## src/rtl/logic_unit_seq.sv

```systemverilog
// Multi-cycle bitwise AND/OR/XOR/NOR unit: processes CHUNK bits per cycle, LSB first,
// with valid/ready handshakes on both sides and a registered zero flag.
module logic_unit_seq #(
   parameter int WIDTH = 32,
   parameter int CHUNK = 8
) (
   input  logic             clk,
   input  logic             rst_n,
   input  logic             in_valid,
   output logic             in_ready,
   input  logic [WIDTH-1:0] A,
   input  logic [WIDTH-1:0] B,
   input  logic [1:0]       op,
   output logic             out_valid,
   input  logic             out_ready,
   output logic [WIDTH-1:0] res,
   output logic             zero
);
   localparam int N  = WIDTH / CHUNK;
   localparam int CW = (N > 1) ? $clog2(N) : 1;

   typedef enum logic [1:0] {S_IDLE, S_BUSY, S_DONE} state_t;

   state_t           r_state;
   logic [CW-1:0]    r_cnt;
   logic [WIDTH-1:0] r_a, r_b, r_res;
   logic [1:0]       r_op;
   logic             r_zero;

   logic [CHUNK-1:0] w_a_sl, w_b_sl, w_slice;
   logic [WIDTH-1:0] w_res_nxt;
   logic             w_last;

   // Constant-index mux keeps slice selection lint-clean for any CHUNK/WIDTH pair
   always_comb begin
      w_a_sl = '0;
      w_b_sl = '0;
      for (int i = 0; i < N; i++) begin
         if (r_cnt == CW'(i)) begin
            w_a_sl = r_a[i*CHUNK +: CHUNK];
            w_b_sl = r_b[i*CHUNK +: CHUNK];
         end
      end
   end

   always_comb begin
      w_slice = '0;
      case (r_op)
         2'b00:   w_slice = w_a_sl & w_b_sl;
         2'b01:   w_slice = w_a_sl | w_b_sl;
         2'b10:   w_slice = w_a_sl ^ w_b_sl;
         default: w_slice = ~(w_a_sl | w_b_sl);
      endcase
   end

   always_comb begin
      w_res_nxt = r_res;
      for (int i = 0; i < N; i++) begin
         if (r_cnt == CW'(i)) w_res_nxt[i*CHUNK +: CHUNK] = w_slice;
      end
   end

   assign w_last = (r_cnt == CW'(N - 1));

   always_ff @(posedge clk or negedge rst_n) begin
      if (!rst_n) begin
         r_state <= S_IDLE;
         r_cnt   <= '0;
         r_a     <= '0;
         r_b     <= '0;
         r_op    <= '0;
         r_res   <= '0;
         r_zero  <= 1'b0;
      end else begin
         case (r_state)
            S_IDLE: begin
               if (in_valid) begin
                  r_a     <= A;
                  r_b     <= B;
                  r_op    <= op;
                  r_res   <= '0;
                  r_cnt   <= '0;
                  r_state <= S_BUSY;
               end
            end
            S_BUSY: begin
               r_res <= w_res_nxt;
               if (w_last) begin
                  r_cnt   <= '0;
                  // Flag computed from the fully assembled next result so it is valid with out_valid
                  r_zero  <= (w_res_nxt == '0);
                  r_state <= S_DONE;
               end else begin
                  r_cnt <= r_cnt + CW'(1);
               end
            end
            S_DONE: begin
               if (out_ready) begin
                  r_zero  <= 1'b0;
                  r_state <= S_IDLE;
               end
            end
            default: r_state <= S_IDLE;
         endcase
      end
   end

   assign in_ready  = (r_state == S_IDLE);
   assign out_valid = (r_state == S_DONE);
   assign res       = r_res;
   assign zero      = r_zero;
endmodule

```

## config.mk

```make
export PLATFORM = sky130hd
export DESIGN_NAME = logic_unit_seq
export DESIGN_NICKNAME = d
export VERILOG_FILES = /design/src/rtl/logic_unit_seq.sv
export SDC_FILE = /design/constraint.sdc
export NUM_CORES = 1
export LEC_CHECK = 0
export CORE_MARGIN = 2
export CORE_UTILIZATION = 41
export DETAILED_ROUTE_END_ITERATION = 16
export HOLD_SLACK_MARGIN = 0.06
export PLACE_DENSITY = 0.66
export SYNTH_ARGS = -nofsm -noshare
export SYNTH_HDL_FRONTEND = slang
export SYNTH_SLANG_ARGS = --single-unit
```

## constraint.sdc

```tcl
create_clock -name clk -period 5.2 [get_ports clk]
set_input_delay 1.56 -clock clk [delete_from_list [all_inputs] [get_ports clk]]
set_output_delay 1.56 -clock clk [all_outputs]
set_load 0.02 [all_outputs]
```

==> flow_summary_export.csv, run 1 <==
group,metric,value,unit
critical_path,setup.worst_path.start,"r_cnt[1]",
critical_path,crit_end,"zero",
placement,place_hpwl,9.35,mm
sta,fin_worst_skew,0.0101,ns
status,outcome,"completed",
placement,globalplace.congestion,0.794,
pwr,ir_worst_vdd,0.219,mV
sta,hold_viol_final,0,
critical_path,endpoint_kind,"register",
clock_tree,numCtsBuffers,9,
floorplan,io_pins,105,
global_routing,antenna_found_initial,0,
critical_path,required,5.48,ns
pwr,p_leak,0.00324,uW
clock_tree,clockBufferDepth,2,
global_routing,grt_pass1_vias,4285,
critical_path,crit_path_max_fanout,17,
drt,vias,4488,
critical_path,ff2ff_path_depth,15,
yosys,avgSynthCellArea,8.70,um^2
drt,viasPerCell,5.25,
floorplan,initial_core_util,41.7,%
layout,areaGrowthSynthToFinish,27.4,%
critical_path,r2r-end,"zero",
placement,post-place-ws,1.50,ns
floorplan,dieArea,13700,um^2
global_routing,grt_max_degree,76,
clock_tree,clk_latency,0.35,ns
yosys,synth_seq_area_share,49.4,%
clock_tree,hold_buffers,0,
critical_path,startpoint_type,"register",
critical_path,arrival,4.03,ns
clock_tree,root_buffer,"clkbuf_16",
sta,fmax,267,MHz
sta,worst_pin_slew,1.24,ns
drt,route.detailed.wl_per_inst,15.6,um
clock_tree,htree_levels,3,
clock_tree,cts_tree,"done",
layout,drive_gt1_share,4.54,%
worst_hold_path,hold_path.class,"reg2reg",
critical_path,critical_path_class,"reg2reg",
drt,wl,13.3,mm
sta,post-route-period-util,72.2,%
yosys,synth_commonest_cells,"nand2_1 (210), dfrtp_1 (103), nor2_1 (50)",
yosys,synthFlopType,"dfrtp_1",
critical_path,reg2reg_from,"r_cnt[1]",
yosys,synth_top_area_share,49.4,%
sta,finalSetupViolations,0,
drt,drc,0,
yosys,synth-edff-count,0,
clock_tree,ctsResizeCount,0,
run,maxCapViolations,0,
floorplan,rows,41,
sta,worst_slack,1.45,ns
floorplan,coreArea,12500,um^2
yosys,synth.largest_area_cell,"dfrtp_1",
clock_tree,post_cts_buffers,0,
global_routing,grt_overflow,0,
drt,drtAntennaViolNets,0,
floorplan,dieHeight,117,um
pwr,finalPower,4510,uW
yosys,synth_nets,690,
floorplan,die_w,117,um
drt,dr.first_iter.drc_count,327,
sta,tns,0,ns
sta,timing.final.max_slew_violations,0,
clock_tree,cts_sinks,103,
yosys,synth_seq_cells,103,
yosys,synth_area_leaders,"dfrtp_1 (49%), nand2_1 (15%), a22o_1 (5.2%), ha_1 (4.8%), a21oi_1 (4.3%)",
sta,rsz0062_at_grt,"no",
sta,worst_hold_slack,0.478,ns
critical_path,regToRegSetupSlack,1.45,ns
yosys,syn-cell-area,5220,um^2
layout,final_core_util,53.1,%
pwr,power.density,677,nW/um^2
yosys,yosys_warnings,0,
yosys,synthCells,600,
sta,post-route-min-period,3.75,ns
layout,nNetsFinal,768,
yosys,synth_cell_types,46,
yosys,synth-async-reset-ratio,100,%
placement,portBuffers,104,
clock_tree,clk_pin_slew,0.07,ns
layout,insertedDiodeCount,0,
global_routing,track_usage,20.4,%
yosys,yosysMostFrequentCell,"nand2_1",
global_routing,grt_pass1_wl,21.6,mm
drt,dr.pass1.iters,5,
sta,slew-limit-headroom,16.8,%
## final cells by class
class / count / area [um^2]
sequential: 103 / 2580
inverter: 7 / 26.3
tap: 172 / 215
clock buffer: 12 / 246
multi-input combinational: 449 / 2440
timing repair buffer: 108 / 1070
fill: 1196 / 5860
clock inverter: 4 / 76.3
## how the worst min path moves through the flow
stage | startpoint | endpoint | slack (ns) | depth (start not counted)
floorplan | r_a[14] | r_a[14] | 0.45 | 2
global placement | r_b[17] | r_b[17] | 0.46 | 2
detailed placement | r_b[14] | r_b[14] | 0.46 | 2
CTS | r_a[18] | r_a[18] | 0.48 | 2
global route | r_a[3] | r_a[3] | 0.50 | 2
finish | r_b[7] | r_b[7] | 0.48 | 2
## where the power goes
part           total [uW]  switching (uW)  leakage (uW)  internal [uW]
clock                 730             293      0.000153            437
sequential           1450             308       0.00131           1150
combinational        2320            1370       0.00178            957
total                4510            1970       0.00324           2540
## cell families after synthesis
group	share of synthesized area (%)
simple gates	22.6
compound gates	17.9
flops	49.4
buf+inv	4.00
fa+ha+maj	4.79
mux	1.39
## cell usage in the layout (no fill, tap or decap), types with 3 or more instances in the layout
master	n
nor3_1	6
nand2b_1	4
clkdlybuf4s50_1	103
nor2_1	50
ha_1	19
a21oi_1	45
mux2i_1	5
buf_4	5
a22o_1	31
dfrtp_1	103
nand3b_1	4
a211oi_2	4
a22oi_1	14
clkbuf_16	9
a211oi_1	4
nand2_1	209
inv_1	7
nor4_1	4
o22ai_1	3
a21o_1	15
## per-stage QoR
stage / std cells / area (um^2)
after floorplan: 600 / 5220
after global placement: 839 / 6330
after detailed placement: 839 / 6330
after CTS: 855 / 6650
after global routing: 855 / 6650
final: 855 / 6650
## state kept, by name, indices dropped and copies added (netlist names)
| name | cells |
|---|---|
| r_a | 32 |
| r_b | 32 |
| res | 32 |
| r_cnt | 2 |
| r_op | 2 |
| r_state | 2 |
| zero | 1 |
## routing by layer
metal	part of all wire, %	vias up	track usage (%)
met3	4.9	18	3.66
met1	47	2175	28.2
met5	0	-	0
met2	46	113	32.5
met4	1.9	0	6.90
li1	-	2182	-
## worst max-delay path: stages (launching register included)
cell	delay, ns
dfrtp_1	0.41
inv_1	0.11
ha_1	0.58
and2b_1	0.57
a22oi_1	0.15
nor2_1	0.12
a21oi_1	0.05
nor2_1	0.14
a21oi_1	0.07
ha_1	0.36
nor4b_1	0.32
nor2_1	0.09
o311ai_1	0.17
nand2_1	0.10
a211o_1	0.32
o21ai_2	0.11
No activity file was read; power rests on OpenSTA's default activity.
==> inputs of run 2 (changes only) <==
Clock period 5.2 ns to 3.6 ns, I/O delays scaled along.
==> run 2 against run 1 <==
  * Sequential power up 46%
  * Combinational power is 46% higher
  * Clock skew is 0.0055 ns lower
  * Largest cell class unchanged
  * Die area did not move
  * Total power is 42% higher
  * Global-route usage is 0.43 points higher
==> flow_summary_export.csv, run 2 (synthesized netlist as in run 1, its figures left out) <==
group,metric,value,unit
floorplan,die_w,117,um
placement,globalplace.congestion,0.873,
drt,wl,13.4,mm
worst_hold_path,whs_path_depth,2,
floorplan,dieHeight,117,um
drt,dr.pass1.iters,5,
clock_tree,ctsResizeCount,0,
critical_path,arrival,3.60,ns
global_routing,grt_pass1_wl,22.0,mm
floorplan,dieArea,13700,um^2
clock_tree,hold_buffers,0,
global_routing,antenna_found_initial,0,
sta,rsz0062_at_grt,"no",
drt,drtAntennaViolNets,0,
pwr,power.density,962,nW/um^2
critical_path,crit_path_max_fanout,14,
sta,timing.final.max_slew_violations,0,
sta,fmax,301,MHz
floorplan,rows,41,
worst_hold_path,hold_path.class,"reg2reg",
pwr,ir_worst_vdd,0.339,mV
layout,areaGrowthSynthToFinish,27.8,%
placement,dpl_cell_area,6390,um^2
critical_path,endpoint_kind,"register",
critical_path,worstPathCellList,"inv_1 -> ha_1 -> and2b_1 -> a22oi_1 -> nor2_1 -> a21oi_1 -> nor2_1 -> a21o_1 -> ha_1 -> mux2_1 -> a21oi_1 -> o2111ai_1 -> a211o_1 -> o21ai_2",
critical_path,required,3.88,ns
sta,finalSetupViolations,0,
layout,fin_area,6680,um^2
clock_tree,cts_sinks,103,
floorplan,coreArea,12500,um^2
global_routing,grt_pass1_vias,4423,
status,outcome,"completed",
critical_path,slowest_delay,0.43,ns
clock_tree,root_buffer,"clkbuf_16",
layout,drive_gt1_share,5.52,%
critical_path,ff2ff_path_depth,14,
drt,dr.first_iter.drc_count,322,
clock_tree,cts_tree,"done",
placement,portBuffers,104,
placement,place_hpwl,9.69,mm
sta,tns,0,ns
critical_path,startpoint_type,"register",
global_routing,track_usage,20.8,%
clock_tree,clockBufferDepth,2,
drt,drc,0,
sta,hold_viol_final,0,
sta,worst_pin_slew,1.01,ns
layout,final_cell_mix,"nand2_1 (209), clkdlybuf4s50_1 (103), dfrtp_1 (103)",
clock_tree,post_cts_buffers,0,
drt,route.detailed.wl_per_inst,15.6,um
clock_tree,clk_latency,0.34,ns
sta,post-route-min-period,3.33,ns
global_routing,grt_max_degree,68,
clock_tree,numCtsBuffers,9,
sta,slew-limit-headroom,32.7,%
drt,viasPerCell,5.22,
critical_path,slowest_stage,"dfrtp_1",
sta,fin_worst_skew,0.00458,ns
layout,nNetsFinal,773,
drt,vias,4486,
clock_tree,clk_pin_slew,0.07,ns
clock_tree,htree_levels,3,
pwr,p_leak,0.00326,uW
layout,layout_commonest_cell,"nand2_1",
run,maxCapViolations,0,
sta,post-route-period-util,92.4,%
layout,insertedDiodeCount,0,
floorplan,io_pins,105,
critical_path,critical_path_class,"reg2reg",
global_routing,grt_overflow,0,
floorplan,initial_core_util,41.7,%
run 2: cell count changes in the layout (fill, tap and decap cells not counted):
cell and delta:
clkbuf_1 -2, inv_6 -1, buf_4 +3, buf_12 +2
inv_8 +1, clkinv_4 +1, clkinv_2 +2, bufinv_16 -2
clkinvlp_4 +1
run 2: cell type report:
type                       instances  area [um^2]
fill                            1191         5840
tap                              172          215
inverter                           7         26.3
multi-input combinational        449         2440
clock inverter                     6         45.0
sequential                       103         2580
timing repair buffer             113         1130
clock buffer                      10          239
run 2: through the flow:
step / util (%) / setup slack (ns) / total power, uW / instances / hold slack [ns]
after CTS: 53.3 / 0.269 / 6430 / 860 / 0.482
after global routing: 53.3 / 0.0299 / 6980 / 860 / 0.504
after floorplan: - / 0.689 / 4430 / 600 / 0.446
final: 53.3 / 0.274 / 6420 / 860 / 0.482
after global placement: 51.1 / 0.422 / 5380 / 844 / 0.462
after detailed placement: 51.1 / 0.345 / 5490 / 844 / 0.465
run 2: final timing paths:
path / slack [ns] / start / end
worst max-delay path: 0.27 / r_cnt[0] / zero
min in group asynchronous: 0.77 / rst_n / res[14]
worst min register to register: 0.48 / r_b[16] / r_b[16]
worst max register to register: 0.27 / r_cnt[0] / zero
max in group asynchronous: 2.08 / rst_n / r_a[30]
worst min-delay path: 0.48 / r_b[16] / r_b[16]
run 2: power breakdown:
group | internal, uW | switching [uW]
Sequential | 1660 | 453
Clock | 491 | 435
Combinational | 1410 | 1970
Total | 3560 | 2860
run 2: critical path, delay by kind of cell (launching register included):
family                     cells  cell delay, ns
and+or+nand+nor                3            0.47
buffers and inverters          1            0.09
DFF                            1            0.43
muxes                          1            0.29
AOI/OAI and AO/OA              7            1.48
adders and majority gates      2            0.50
run 2: layer usage:
layer	up-vias	wire length [um]	part of all wire (%)	track usage (%)
met5	-	0	0	0
met4	0	300	2.2	7.92
met1	2114	6290	47	28.8
met2	160	6080	45	32.6
li1	2188	-	-	-
met3	24	740	5.5	3.96
